<file path="src/rtl/ising_core_reg_slv.sv">
// ising_core_reg_slv
// -----------------------------------------------------------------------------
// Register slave that controls one Ising annealing engine through a
// zero-wait-state register bus.
//
// Register window: 8 words starting at BaseAddr.
//   0x00 CTRL        bit0 START (pulse), bit1 SOFT_RST (pulse), bit2 IRQ_EN (RW)
//   0x04 STATUS      bit0 BUSY (RO), bit1 DONE (W1C), bit2 TIMEOUT (W1C)
//   0x08 CFG_CYCLES  RW [CntW-1:0]
//   0x0C TIMEOUT_LIM RW [CntW-1:0], 0 disables the timeout
//   0x10 ENERGY_LO   RO, low word of the sign-extended engine energy
//   0x14 ENERGY_HI   RO, high word of the sign-extended engine energy
//   0x18 RUN_CNT     RO [CntW-1:0], completed runs, wraps
//   0x1C SCRATCH     RW 32
//
// Ports
//   clk_i, rst_ni              clock, asynchronous active-low reset
//   reg_valid_i/reg_write_i    request valid, 1 = write
//   reg_addr_i                 byte address
//   reg_wdata_i/reg_wstrb_i    write data and byte enables
//   reg_ready_o                mirrors reg_valid_i (no wait states)
//   reg_rdata_o/reg_error_o    combinational read data and access error
//   start_o/abort_o            one-cycle engine start / abort pulses
//   cfg_cycles_o               annealing cycle count for the engine
//   done_i/energy_i            engine completion pulse and signed result
//   irq_o                      level interrupt, IRQ_EN & (DONE | TIMEOUT)
// -----------------------------------------------------------------------------
module ising_core_reg_slv #(
  parameter int unsigned          AddrWidth = 48,
  parameter int unsigned          DataWidth = 32,
  parameter int unsigned          EnergyW   = 32,
  parameter int unsigned          CntW      = 16,
  parameter logic [AddrWidth-1:0] BaseAddr  = '0
) (
  input  logic                   clk_i,
  input  logic                   rst_ni,
  input  logic                   reg_valid_i,
  input  logic                   reg_write_i,
  input  logic [AddrWidth-1:0]   reg_addr_i,
  input  logic [DataWidth-1:0]   reg_wdata_i,
  input  logic [DataWidth/8-1:0] reg_wstrb_i,
  output logic                   reg_ready_o,
  output logic [DataWidth-1:0]   reg_rdata_o,
  output logic                   reg_error_o,
  output logic                   start_o,
  output logic                   abort_o,
  output logic [CntW-1:0]        cfg_cycles_o,
  input  logic                   done_i,
  input  logic [EnergyW-1:0]     energy_i,
  output logic                   irq_o
);

  typedef enum logic {
    ST_IDLE = 1'b0,
    ST_RUN  = 1'b1
  } state_e;

  localparam logic [2:0] W_CTRL    = 3'd0;
  localparam logic [2:0] W_STATUS  = 3'd1;
  localparam logic [2:0] W_CFG     = 3'd2;
  localparam logic [2:0] W_LIM     = 3'd3;
  localparam logic [2:0] W_ENE_LO  = 3'd4;
  localparam logic [2:0] W_ENE_HI  = 3'd5;
  localparam logic [2:0] W_RUN_CNT = 3'd6;
  localparam logic [2:0] W_SCRATCH = 3'd7;

  // State
  state_e                 state_reg,       state_next;
  logic                   irq_en_reg,      irq_en_next;
  logic                   done_reg,        done_next;
  logic                   timeout_reg,     timeout_next;
  logic [CntW-1:0]        cfg_cycles_reg,  cfg_cycles_next;
  logic [CntW-1:0]        timeout_lim_reg, timeout_lim_next;
  logic [63:0]            energy_reg,      energy_next;
  logic [CntW-1:0]        run_cnt_reg,     run_cnt_next;
  logic [DataWidth-1:0]   scratch_reg,     scratch_next;
  logic [CntW-1:0]        cyc_cnt_reg,     cyc_cnt_next;
  logic                   start_reg,       start_next;
  logic                   abort_reg,       abort_next;

  // Address decode. Subtracting the base first makes the window check a
  // single unsigned compare; addresses below the base wrap to huge offsets.
  logic [AddrWidth-1:0]   offset;
  logic                   in_window;
  logic                   aligned;
  logic [2:0]             word_idx;
  logic                   ro_write;
  logic                   access_err;
  logic                   wr_ok;
  logic                   ctrl_b0_wr;
  logic                   soft_rst;
  logic [DataWidth-1:0]   wmask;
  logic [63:0]            energy_ext;

  assign offset     = reg_addr_i - BaseAddr;
  assign in_window  = (offset < AddrWidth'(32));
  assign aligned    = (offset[1:0] == 2'b00);
  assign word_idx   = offset[4:2];
  assign ro_write   = reg_write_i &&
                      ((word_idx == W_ENE_LO) || (word_idx == W_ENE_HI) ||
                       (word_idx == W_RUN_CNT));
  assign access_err = !in_window || !aligned || ro_write;
  assign wr_ok      = reg_valid_i && reg_write_i && !access_err;

  // Pulse and W1C bits live in byte 0 and only act when that lane is enabled.
  assign ctrl_b0_wr = wr_ok && (word_idx == W_CTRL) && reg_wstrb_i[0];
  assign soft_rst   = ctrl_b0_wr && reg_wdata_i[1];

  // Per-byte write mask for the RW fields.
  generate
    for (genvar gi = 0; gi < DataWidth / 8; gi++) begin : g_wmask
      assign wmask[gi*8 +: 8] = {8{reg_wstrb_i[gi]}};
    end
  endgenerate

  // Signed energy widened to the 64-bit ENERGY_HI:LO pair.
  assign energy_ext = 64'($signed(energy_i));

  function automatic logic [DataWidth-1:0] merge_bytes(
    input logic [DataWidth-1:0] old_val,
    input logic [DataWidth-1:0] new_val,
    input logic [DataWidth-1:0] mask
  );
    return (old_val & ~mask) | (new_val & mask);
  endfunction

  // Next-state logic. Order matters: bus writes first, engine events second
  // so a flag being set beats a W1C in the same cycle, soft reset last so it
  // overrides everything including a START in the same write.
  always_comb begin
    state_next       = state_reg;
    irq_en_next      = irq_en_reg;
    done_next        = done_reg;
    timeout_next     = timeout_reg;
    cfg_cycles_next  = cfg_cycles_reg;
    timeout_lim_next = timeout_lim_reg;
    energy_next      = energy_reg;
    run_cnt_next     = run_cnt_reg;
    scratch_next     = scratch_reg;
    cyc_cnt_next     = cyc_cnt_reg;
    start_next       = 1'b0;
    abort_next       = 1'b0;

    if (wr_ok) begin
      case (word_idx)
        W_CTRL: begin
          if (reg_wstrb_i[0]) begin
            irq_en_next = reg_wdata_i[2];
            // START while already running is silently ignored.
            if (reg_wdata_i[0] && (state_reg == ST_IDLE)) begin
              state_next   = ST_RUN;
              start_next   = 1'b1;
              cyc_cnt_next = '0;
            end
          end
        end
        W_STATUS: begin
          if (reg_wstrb_i[0]) begin
            if (reg_wdata_i[1]) done_next    = 1'b0;
            if (reg_wdata_i[2]) timeout_next = 1'b0;
          end
        end
        W_CFG: begin
          cfg_cycles_next = CntW'(merge_bytes(DataWidth'(cfg_cycles_reg),
                                              reg_wdata_i, wmask));
        end
        W_LIM: begin
          timeout_lim_next = CntW'(merge_bytes(DataWidth'(timeout_lim_reg),
                                               reg_wdata_i, wmask));
        end
        W_SCRATCH: begin
          scratch_next = merge_bytes(scratch_reg, reg_wdata_i, wmask);
        end
        default: ;
      endcase
    end

    if (state_reg == ST_RUN) begin
      if (done_i) begin
        // Completion takes priority over a coincident timeout.
        state_next   = ST_IDLE;
        energy_next  = energy_ext;
        done_next    = 1'b1;
        run_cnt_next = run_cnt_reg + CntW'(1);
      end else if ((timeout_lim_reg != '0) && (cyc_cnt_reg == timeout_lim_reg)) begin
        state_next   = ST_IDLE;
        timeout_next = 1'b1;
        abort_next   = 1'b1;
      end else if (cyc_cnt_reg != '1) begin
        cyc_cnt_next = cyc_cnt_reg + CntW'(1);
      end
    end

    if (soft_rst) begin
      state_next   = ST_IDLE;
      abort_next   = (state_reg == ST_RUN);
      start_next   = 1'b0;
      done_next    = 1'b0;
      timeout_next = 1'b0;
      energy_next  = '0;
      run_cnt_next = '0;
      cyc_cnt_next = '0;
    end
  end

  always_ff @(posedge clk_i or negedge rst_ni) begin
    if (!rst_ni) begin
      state_reg       <= ST_IDLE;
      irq_en_reg      <= 1'b0;
      done_reg        <= 1'b0;
      timeout_reg     <= 1'b0;
      cfg_cycles_reg  <= '0;
      timeout_lim_reg <= '0;
      energy_reg      <= '0;
      run_cnt_reg     <= '0;
      scratch_reg     <= '0;
      cyc_cnt_reg     <= '0;
      start_reg       <= 1'b0;
      abort_reg       <= 1'b0;
    end else begin
      state_reg       <= state_next;
      irq_en_reg      <= irq_en_next;
      done_reg        <= done_next;
      timeout_reg     <= timeout_next;
      cfg_cycles_reg  <= cfg_cycles_next;
      timeout_lim_reg <= timeout_lim_next;
      energy_reg      <= energy_next;
      run_cnt_reg     <= run_cnt_next;
      scratch_reg     <= scratch_next;
      cyc_cnt_reg     <= cyc_cnt_next;
      start_reg       <= start_next;
      abort_reg       <= abort_next;
    end
  end

  // Read path: combinational, zero when the access is rejected.
  always_comb begin
    reg_rdata_o = '0;
    if (reg_valid_i && !reg_write_i && !access_err) begin
      case (word_idx)
        W_CTRL:    reg_rdata_o = DataWidth'({irq_en_reg, 2'b00});
        W_STATUS:  reg_rdata_o = DataWidth'({timeout_reg, done_reg, (state_reg == ST_RUN)});
        W_CFG:     reg_rdata_o = DataWidth'(cfg_cycles_reg);
        W_LIM:     reg_rdata_o = DataWidth'(timeout_lim_reg);
        W_ENE_LO:  reg_rdata_o = DataWidth'(energy_reg[31:0]);
        W_ENE_HI:  reg_rdata_o = DataWidth'(energy_reg[63:32]);
        W_RUN_CNT: reg_rdata_o = DataWidth'(run_cnt_reg);
        W_SCRATCH: reg_rdata_o = scratch_reg;
        default:   reg_rdata_o = '0;
      endcase
    end
  end

  assign reg_ready_o  = reg_valid_i;
  assign reg_error_o  = reg_valid_i && access_err;
  assign start_o      = start_reg;
  assign abort_o      = abort_reg;
  assign cfg_cycles_o = cfg_cycles_reg;
  assign irq_o        = irq_en_reg && (done_reg || timeout_reg);

endmodule

</file>
<file path="config.mk">
export PLATFORM = sky130hd
export DESIGN_NAME = ising_core_reg_slv
export DESIGN_NICKNAME = d
export VERILOG_FILES = /design/src/rtl/ising_core_reg_slv.sv
export SDC_FILE = /design/constraint.sdc
export NUM_CORES = 1
export LEC_CHECK = 0
export CORE_UTILIZATION = 43
export DETAILED_ROUTE_END_ITERATION = 10
export MAX_ROUTING_LAYER = met4
export PLACE_DENSITY_LB_ADDON = 0.2
export SYNTH_ARGS = -nofsm -noshare
export SYNTH_HDL_FRONTEND = slang
export SYNTH_SLANG_ARGS = --single-unit
</file>
<file path="constraint.sdc">
create_clock -name clk_i -period 3.5 [get_ports clk_i]
set_input_delay 0.525 -clock clk_i [delete_from_list [all_inputs] [get_ports clk_i]]
set_output_delay 0.525 -clock clk_i [all_outputs]
set_load 0.01 [all_outputs]
</file>
# After elaboration in Yosys (flattened, before gate mapping)
# Cells that the tools add are included.
[totals]
register_bits = 166
out_inout_bits = 53
[op_classes]
add_sub_neg = 2
n_lt_le_gt_ge = 1
n_eq_ne = 9
mux = 49
bitwise_logic = 9
n_reduce_logical = 31
[op_table]
columns = ["op", "count"]
rows = [
  ["$pmux 32 s8", 1],
  ["$mux 16", 12],
  ["$mux 64", 3],
  ["$and 32x32->32", 2],
  ["$lt 48x6->1 const B", 1],
  ["$add 16x1->16 const B", 2],
  ["$and 16x16->16", 2],
  ["$mux 1", 32],
  ["$mux 32", 1],
  ["$not 32->32", 1],
  ["$or 16x16->16", 2],
  ["$or 32x32->32", 1],
  ["$eq 16x16->1", 1],
  ["$ne 16x16->1 const B", 1],
  ["$reduce_bool 16->1", 1],
  ["$eq 3x3->1 const B", 4],
  ["$logic_and 1x1->1", 12],
  ["$reduce_and 2->1", 4],
  ["$eq 3x2->1 const B", 2],
  ["$logic_or 1x1->1", 5],
  ["$logic_not 1->1", 4],
  ["$reduce_bool 2->1", 2],
  ["$eq 3x1->1 const B", 1],
  ["$logic_not 3->1", 1],
  ["3 further kinds", 3],
]

# Depth between registers and ports, before layout
# Gate-level depths: netlist of run 1.
[logic_depth]
ltp_word = 13
mapped_depth = 9
depth_no_buf = 7

# Least setup slack after synthesis of run 1
# Ideal clock, no wire load.
[synth_path]
path_type = "input to output"
from = "in reg_addr_i[46]"
to = "out reg_rdata_o[23]"
arrival_time_ps = 2735
setup_slack_ps = 240
stages = 8
n_path_buf = 2
path_cell_list = "or4_1 -> a311o_1 -> nor4_4 -> nand3b_1 -> or2_1 -> buf_2 -> buf_2 -> a21oi_1"
[synth_via]
elab_chain_cells = 7
[synth_lines]
columns = ["element", "line_no", "rtl"]
rows = [
  ["start: declaration", "39", "input logic [AddrWidth-1:0] reg_addr_i,"],
  ["$lt 48x6->1", "96", "assign in_window = (offset < AddrWidth'(32));"],
  ["$logic_not 1->1", "102", "assign access_err = !in_window || !aligned || ro_write;"],
  ["$logic_or 1x1->1 (2 in series)", "102", ""],
  ["$logic_not 1->1", "239", "if (reg_valid_i && !reg_write_i && !access_err) begin"],
  ["$logic_and 1x1->1", "239", ""],
  ["$mux 32", "239", ""],
  ["end: declaration", "43", "output logic [DataWidth-1:0] reg_rdata_o,"],
]
# Every way passes these cells.

# Worst setup path in the final report of run 1
[layout_path]
from = "in reg_addr_i[32]"
to = "out reg_rdata_o[11]"
# Same word-level chain as after synthesis.

==> results of run 1 <==
-- power groups by stage --
stage / registers [mW] / logic (mW) / clock network (mW)
after detailed placement: 1.58 / 0.264 / 0
after CTS: 1.55 / 0.266 / 1.76
after floorplan: 1.58 / 0.0486 / 0
final: 1.55 / 0.265 / 1.75
after global routing: 1.55 / 0.285 / 1.84
after global placement: 1.58 / 0.259 / 0
-- routing by layer --
layer,track usage,vias up,wire length (um)
li1,-,2966,-
met4,0.06491,0,201
met5,-,-,0
met1,0.3960,3319,10430
met3,0.05049,22,1235
met2,0.4435,225,11290
-- critical path, stage by stage --
cell             delay [ps]
clkdlybuf4s50_1         410
or3_1                   370
a311o_1                 330
nor4_4                  230
nand3b_1                170
or2_4                   340
clkbuf_16               180
a211oi_2                180
buf_2                   150
-- worst paths after layout --
| check | from | endpoint |
|---|---|---|
| max | reg_addr_i[32] | reg_rdata_o[11] |
| min | rst_ni | cyc_cnt_reg[12] |
| max reg2reg | flop | cyc_cnt_reg[13] |
| min reg2reg | flop | flop |
| max in group asynchronous | rst_ni | asynchronous set/reset pin |
| min in group clk_i | flop | flop |
-- cell usage in the layout, fill, tap and decap left out, drive strengths merged, types with 3 or more instances in the layout --
cell type	count
or4	5
clkdlybuf4s50	135
xor2	7
dlymetal6s2s	5
and4	3
nand4	18
a22oi	29
nor3	9
a31oi	9
a22o	4
and2	6
clkinvlp	6
buf	68
nor2b	10
nor3b	3
o21ai	11
mux2	76
nor2	36
dfrtp	134
a21o	5
a211oi	10
xnor2	28
o31ai	4
clkbuf	21
or3	4
nand2	98
mux2i	6
a21oi	65
nand2b	3
nor4	18
inv	16
nand3	23
and3	8
a221oi	5
-- repair_timing --
item / in CTS / in global routing
endpoints found under the setup margin: 32 / 31
gates cloned: 0 / 2
pin swaps: 4 / 7
hold buffers: 0 / 0
resized for setup: 122 / 24
buffers inserted: 1 / 0
-- per-stage QoR --
| step | util | TNS, ps | cell area (sq um) | cells |
|---|---|---|---|---|
| 2_1_floorplan | - | 0 | 7121 | 710 |
| 3_3_place_gp | 0.5841 | -14300 | 9346 | 1096 |
| 3_5_place_dp | 0.5841 | -15270 | 9346 | 1096 |
| 4_1_cts | 0.6154 | -3.073 | 9847 | 1129 |
| 5_1_grt | 0.6220 | -0.8831 | 9952 | 1131 |
| 6_report | 0.6220 | 0 | 9952 | 1131 |
-- layout make-up --
| class | instances | area, sq um |
|---|---|---|
| sequential | 134 | 3353 |
| clock buffer | 18 | 439.2 |
| fill | 1374 | 6048 |
| inverter | 11 | 41.29 |
| tap | 216 | 270.3 |
| timing repair buffer | 214 | 2062 |
| clock inverter | 14 | 138.9 |
| multi-input combinational | 524 | 3647 |
-- logic make-up (layout without fill, tap and decap cells) --
family	count (synthesis)	count (layout)	share of synthesized area
AND/OR/NAND/NOR	249	249	0.1812
AO/OA/AOI/OAI	154	154	0.1374
flip-flops	134	134	0.4709
multiplexers	84	84	0.1349
buffers and inverters	52	257	0.02899
XOR/XNOR	35	35	0.04305
adder cells (fa/ha/maj)	2	2	0.003514
==> results.toml, run 1 <==
[outcome]
status = "finished, final reports clean"

[yosys]
synth_warnings = 0
avgSynthCellArea_sq_um = 10.03
yosys-top-cells-count = "dfrtp_1, nand2_1, mux2_2, a21oi_1, nor2_1"
synth_nets = 833
synth_seq_cells = 134
yosysTopAreaCellShare = 0.4709
synth_edf_count = 0
yosys.cell_count.top_type = "dfrtp_1"
synth-seq-area-share = 0.4709
synth_area_sq_um = 7121
synth_top_area_cell = "dfrtp_1"
synth_ff_type = "dfrtp_1"
synth_cells = 710
ys_types = 55
async_flop_share = 1.000
synth_area_leaders = "dfrtp_1, mux2_2, nand2_1, a21oi_1, xnor2_1"

[floorplan]
ios = 174
start_util = 0.4450
dieHeight_um = 130.7
num_rows = 46
die_area_sq_um = 17080
die_w_um = 130.7
core_area_sq_um = 16000

[pwr]
p_sw_frac = 0.2393
power.share.combinational = 0.075
power_leakage_nw = 4.365
clkPwrFrac = 0.491
peakVddDrop_v = 0.0003276
seqPwrFrac = 0.435
switchingPower_uw = 852.4
intPower_mw = 2.709
power_mw = 3.561
power_density_nw_per_um2 = 357.9

[run]
max_cap_viol_count = 0

[timing]
hold_slack_ps = 136.2
post-route-min-period_ps = 3422
post-route-period-util = 0.9778
slew_violations = 0
finClkSkew_ps = 11.11
tightestPinTransition_ps = 713.6
setup_viol = 0
fmax_mhz = 292.2
slew_headroom = 0.5225
hold_viol = 0
setup_ws_ps = 77.78

[layout]
finish.net_count = 1025
area_delta_synth_final_pct = 39.76
antennaDiodeCount = 0
drive_gt1_frac = 0.2295

[drt]
wl_per_cell_um = 20.48
dr.pass1.iters = 7
num_vias = 6532
ant_nets = 0
drc = 0
drt_iter0_markers = 519
vias_per_cell = 5.775
wl_um = 23160

[cts]
clk_latency_ps = 420
root_buffer = "clkbuf_16"
cts_tree = "yes"
cts.clk_slew.worst_paths_ps = 60
htreeDepth = 4
cts_max_path_buffers = 2
clock-sinks = 134
numCtsBuffers = 17

[critical_path]
r2r_slack_ps = 930
crit_type = "input pin to output port"
rr_worst_depth = 7
startpoint_type = "input pin"
critPathMaxFanout = 4
critPathArrivalTime_ps = 2900
setup.worst_path.end_class = "output port"
crit_required_ps = 2970

[placement]
gp_congestion = 0.9362
port_buffers = 173
dp_slack_ps = -557.6
dp_hpwl_um = 16750

[global_routing]
grt_pass1_wl_um = 35670
grt_max_degree = 63
grt_usage = 0.2878
grt.overflow.total = 0
grt_pass1_vias = 6526
antenna_found_initial = 0

[worst_hold_path]
hold_path_class = "input pin to asynchronous set/reset pin"
No activity file was read; power rests on OpenSTA's default activity.
==> run 2, diff against run 1 <==
Settings changed: CORE_MARGIN set to 10, SETUP_SLACK_MARGIN set to 0.3.
==> run 2 against run 1 <==
Clock power up 9%. Flip-flop and latch count unchanged. Critical endpoint unchanged. Clock-buffer cell count down 1. Critical path depth is 1 higher.
==> results.toml, run 2 (same netlist as run 1, synthesis figures left out) <==
[timing]
tightestPinTransition_ps = 786.6
hold_viol = 0
post-route-period-util = 0.9462
rsz0062_at_grt = "true"
post-route-min-period_ps = 3312
setup_viol = 0
hold_slack_ps = 183.2
slew_headroom = 0.4756
slew_violations = 0
finClkSkew_ps = 6.306
fmax_mhz = 302.0

[cts]
cts_max_path_buffers = 2
clock-sinks = 134
clk_latency_ps = 410
cts.clk_slew.worst_paths_ps = 60
cts_tree = "yes"
root_buffer = "clkbuf_16"
numCtsBuffers = 17
htreeDepth = 4

[layout]
layout_common_cells = "dfrtp_1, clkdlybuf4s50_1, nand2_1"
drive_gt1_frac = 0.2614
antennaDiodeCount = 0
finish.net_count = 1028
area_delta_synth_final_pct = 43.67
final_common_cell = "dfrtp_1"

[floorplan]
die_area_sq_um = 22110
start_util = 0.4434
num_rows = 46
dieHeight_um = 148.7
ios = 174
die_w_um = 148.7
core_area_sq_um = 16060

[critical_path]
rr_worst_depth = 7
crit_required_ps = 2970
worstReg2RegEnd = "cyc_cnt_reg[14]"
critPathArrivalTime_ps = 2790
crit_slowest_cell = "or4_4"
crit_type = "input pin to output port"
startpoint_type = "input pin"
crit_top_cell = "buf_6"
critPathMaxFanout = 5
crit_path_start = "reg_addr_i[31]"
setup.worst_path.end_class = "output port"
crit_path_cell_trace = "buf_6 -> or4_4 -> a311o_1 -> nor4_4 -> nand3b_1 -> or2_4 -> buf_6 -> buf_8 -> a211oi_2 -> buf_2"
cpPeakStageDelay_ps = 520
r2r_slack_ps = 950

[outcome]
status = "finished, final reports clean"

[drt]
drc = 0
wl_met3_um = 1551
ant_nets = 0
drt_iter0_markers = 549
route.met2.wl_um = 12350
drt-met1-wl_um = 10640
wl_um = 25120
vias_per_cell = 5.831
wl_per_cell_um = 22.15
num_vias = 6612
dr.pass1.iters = 7
top_layer_used = "met4"

[pwr]
switchingPower_uw = 822.3
seqPwrFrac = 0.418
clkPwrFrac = 0.512
power.share.combinational = 0.070
power_mw = 3.707
peakVddDrop_v = 0.0003173
power_leakage_nw = 4.563
power_density_nw_per_um2 = 362.4
p_sw_frac = 0.2218
intPower_mw = 2.885

[global_routing]
grt_pass1_wl_um = 38990
grt_pass1_vias = 6857
grt_max_degree = 61
grt_usage = 0.2301
antenna_found_initial = 0
grt.overflow.total = 0

[run]
max_cap_viol_count = 0

[placement]
gp_congestion = 0.9265
dp_hpwl_um = 18160
port_buffers = 173

[worst_hold_path]
hold_path_class = "input pin to asynchronous set/reset pin"
## run 2: cell types whose count changed in the layout (fill, tap and decap cells not counted), moves of 4 or more
cell / previous run / this run
a21oi_2: 2 / 14
nor4_2: 0 / 7
buf_2: 28 / 22
buf_12: 10 / 6
clkdlybuf4s50_1: 135 / 101
dlymetal6s2s_1: 5 / 17
nor4_1: 17 / 10
buf_6: 0 / 12
dlygate4sd2_1: 2 / 19
a21oi_1: 63 / 48
## run 2: timing repair
action,4_1_cts,5_1_grt
resized for setup,196,38
pin swaps,13,15
hold buffers,0,0
setup endpoints to repair,33,31
buffers inserted,3,1
cloned,3,0
## run 2: cell type report
cell class / instances / area [sq um]
timing repair buffer: 217 / 2131
clock buffer: 17 / 425.4
clock inverter: 15 / 201.4
fill: 1273 / 5828
sequential: 134 / 3353
inverter: 11 / 41.29
multi-input combinational: 524 / 3807
tap: 216 / 270.3
## run 2: metrics by stage
stage | cells | setup slack (ps) | util | instance area (sq um) | TNS [ps]
finish | 1134 | 188.4 | 0.6371 | 10230 | 0
global route | 1134 | 109.9 | 0.6371 | 10230 | 0
CTS | 1133 | 169.6 | 0.6249 | 10030 | 0
detailed placement | 1095 | -429.6 | 0.5785 | 9289 | -11280
global placement | 1095 | -393.4 | 0.5785 | 9289 | -10290
floorplan | 710 | 358.1 | - | 7121 | 0
## run 2: how the worst max path moves through the flow
stage	end	slack, ps	cells after the start
floorplan	reg_rdata_o[23]	360	8
global placement	reg_rdata_o[15]	-390	9
detailed placement	reg_rdata_o[15]	-430	9
CTS	reg_rdata_o[6]	170	10
global route	reg_rdata_o[11]	110	10
finish	reg_rdata_o[11]	190	10
## run 2: power by group through the flow
stage | logic, mW | clock network, mW | registers (mW)
finish | 0.258 | 1.90 | 1.55
global route | 0.276 | 1.99 | 1.55
CTS | 0.257 | 1.92 | 1.55
detailed placement | 0.261 | 0 | 1.58
global placement | 0.257 | 0 | 1.58
floorplan | 0.0486 | 0 | 1.58
## run 2: routing by layer
layer,GRT usage,up-vias
li1,-,2977
met1,0.2900,3306
met2,0.3671,284
met3,0.04581,45
met4,0.06888,0
met5,-,-
## run 2: critical path: cells and delay by family
| kind | cells | cell delay, ps |
|---|---|---|
| AO/OA/AOI/OAI | 2 | 530 |
| AND/OR/NAND/NOR | 4 | 1180 |
| buffers and inverters | 4 | 540 |
==> run 3, diff against run 2 <==
Clock period 3.5 ns to 3.17 ns, I/O delays scaled along.
==> run 3 against run 2 <==
The run now ends with setup timing left. Total power is 11% higher. Sequential power is 10% higher. Final cell count is 1.6% higher. Setup slack worse by 260 ps. Core utilization is 1.0 points higher. Worst hold slack worse by 140 ps. Routed wire length is 4.6% lower. First-iteration DRC count is 4.7% higher. Flip-flop and latch count stayed put. Register-to-register slack worse by 160 ps. Die area stayed put. Critical path type unchanged. Largest cell class unchanged.
==> results.toml, run 3 (same netlist as run 1, synthesis figures left out) <==
[pwr]
switchingPower_uw = 888.8
clkPwrFrac = 0.514
peakVddDrop_v = 0.0003745
seqPwrFrac = 0.417
intPower_mw = 3.216
power_mw = 4.105
power_leakage_nw = 4.504
power_density_nw_per_um2 = 395.0
p_sw_frac = 0.2165
power.share.combinational = 0.069

[timing]
post-route-period-util = 1.023
post-route-min-period_ps = 3244
fin_setup_tns_ps = -591.8
hold_slack_ps = 46.73
rsz0062_at_grt = "true"
slew_violations = 0
fmax_mhz = 308.3
setup_viol = 17
setup_ws_ps = -73.77
slew_headroom = 0.6162
tightestPinTransition_ps = 575.7
hold_viol = 0
finClkSkew_ps = 8.363

[run]
max_cap_viol_count = 0

[placement]
port_buffers = 173
gp_congestion = 0.9176
place_area_sq_um = 9585
dp_hpwl_um = 18090
dp.cells = 1108
dp_slack_ps = -755.7

[drt]
ant_nets = 0
drc = 0
num_vias = 6466
drt_iter0_markers = 575
wl_per_cell_um = 20.80
wl_um = 23960
dr.pass1.iters = 5
vias_per_cell = 5.613

[layout]
fin_area_sq_um = 10390
finish.net_count = 1046
drive_gt1_frac = 0.2767
layout_common_cells = "dfrtp_1, clkdlybuf4s50_1, nand2_1"
final_common_cell = "dfrtp_1"
stdcell_count = 1152
area_delta_synth_final_pct = 45.95
finalCoreUtilization = 0.6472
antennaDiodeCount = 0
nFillCells = 1276

[cts]
numCtsBuffers = 17
root_buffer = "clkbuf_16"
ctsHoldBuffers = 0
cts_max_path_buffers = 2
clock-sinks = 134
clk_latency_ps = 420
cts.clk_slew.worst_paths_ps = 60
cts_tree = "yes"
htreeDepth = 4

[global_routing]
use_met2 = 0.3630
grt_max_degree = 77
busiest_layer = "met2"
grt.overflow.total = 0
antenna_found_initial = 0
grt_pass1_wl_um = 37560
use_met1 = 0.2685
grt_pass1_vias = 6656
gr-usage-met3 = 0.05340
grt_usage = 0.2227

[floorplan]
ios = 174
start_util = 0.4434
die_w_um = 148.7
num_rows = 46
dieHeight_um = 148.7
die_area_sq_um = 22110
core_area_sq_um = 16060

[critical_path]
r2r_slack_ps = 790
crit_required_ps = 2690
critPathArrivalTime_ps = 2770
critPathMaxFanout = 5
rr_worst_depth = 7
crit_type = "input pin to output port"
worstReg2RegEnd = "cyc_cnt_reg[14]"
setup.worst_path.end_class = "output port"
startpoint_type = "input pin"

[worst_hold_path]
hold_path_class = "input pin to asynchronous set/reset pin"

[outcome]
violations = "setup timing"
status = "finished, violations left"
-- run 3: changes by cell type in the layout (fill, tap and decap cells not counted), moves of 5 or more --
cell	delta
buf_4	+16
buf_6	+9
dlymetal6s2s_1	-14
nor4_2	-5
clkdlybuf4s50_1	+23
nor4_1	+5
a21oi_2	-7
dlygate4sd2_1	-13
a21oi_4	+7
-- run 3: power groups by stage --
stage | logic, mW | registers (mW) | clock network, mW
2_1_floorplan | 0.0548 | 1.74 | 0
3_3_place_gp | 0.282 | 1.74 | 0
3_5_place_dp | 0.286 | 1.74 | 0
4_1_cts | 0.284 | 1.71 | 2.14
5_1_grt | 0.304 | 1.71 | 2.22
6_report | 0.283 | 1.71 | 2.11
-- run 3: what timing repair did --
| item | CTS | global route |
|---|---|---|
| setup endpoints to repair | 33 | 34 |
| gates cloned | 2 | 0 |
| buffers inserted | 7 | 3 |
| pin swaps | 10 | 5 |
| resized for setup | 184 | 13 |
-- run 3: metal layers --
metal  vias up  share of wire
met2       197           0.51
li1       3006              -
met4         0          0.019
met5         -              0
met1      3231           0.41
met3        32          0.061
-- run 3: cell type report --
class / instances / area [sq um] / share of cell area
multi-input combinational: 524 / 3829 / 0.3684
sequential: 134 / 3353 / 0.3227
timing repair buffer: 235 / 2261 / 0.2176
clock buffer: 19 / 442.9 / 0.04262
tap: 216 / 270.3 / 0.02601
clock inverter: 13 / 195.2 / 0.01878
inverter: 11 / 41.29 / 0.003973
-- run 3: critical path: stages --
cell and delay [ps]:
buf_6 90, or4_4 520, a311o_1 330, nor4_4 280, nand3b_1 190, or2_4 330, buf_12 150, buf_16 130
a31oi_4 150, buf_6 130
-- run 3: how the worst max path moves through the flow --
stage / from / endpoint / slack, ps
floorplan: reg_addr_i[46] / reg_rdata_o[23] / 240
global placement: reg_addr_i[46] / reg_rdata_o[10] / -700
detailed placement: reg_addr_i[46] / reg_rdata_o[8] / -760
CTS: reg_addr_i[31] / reg_rdata_o[5] / -60
global route: reg_addr_i[31] / reg_rdata_o[5] / -160
finish: reg_addr_i[31] / reg_rdata_o[8] / -70
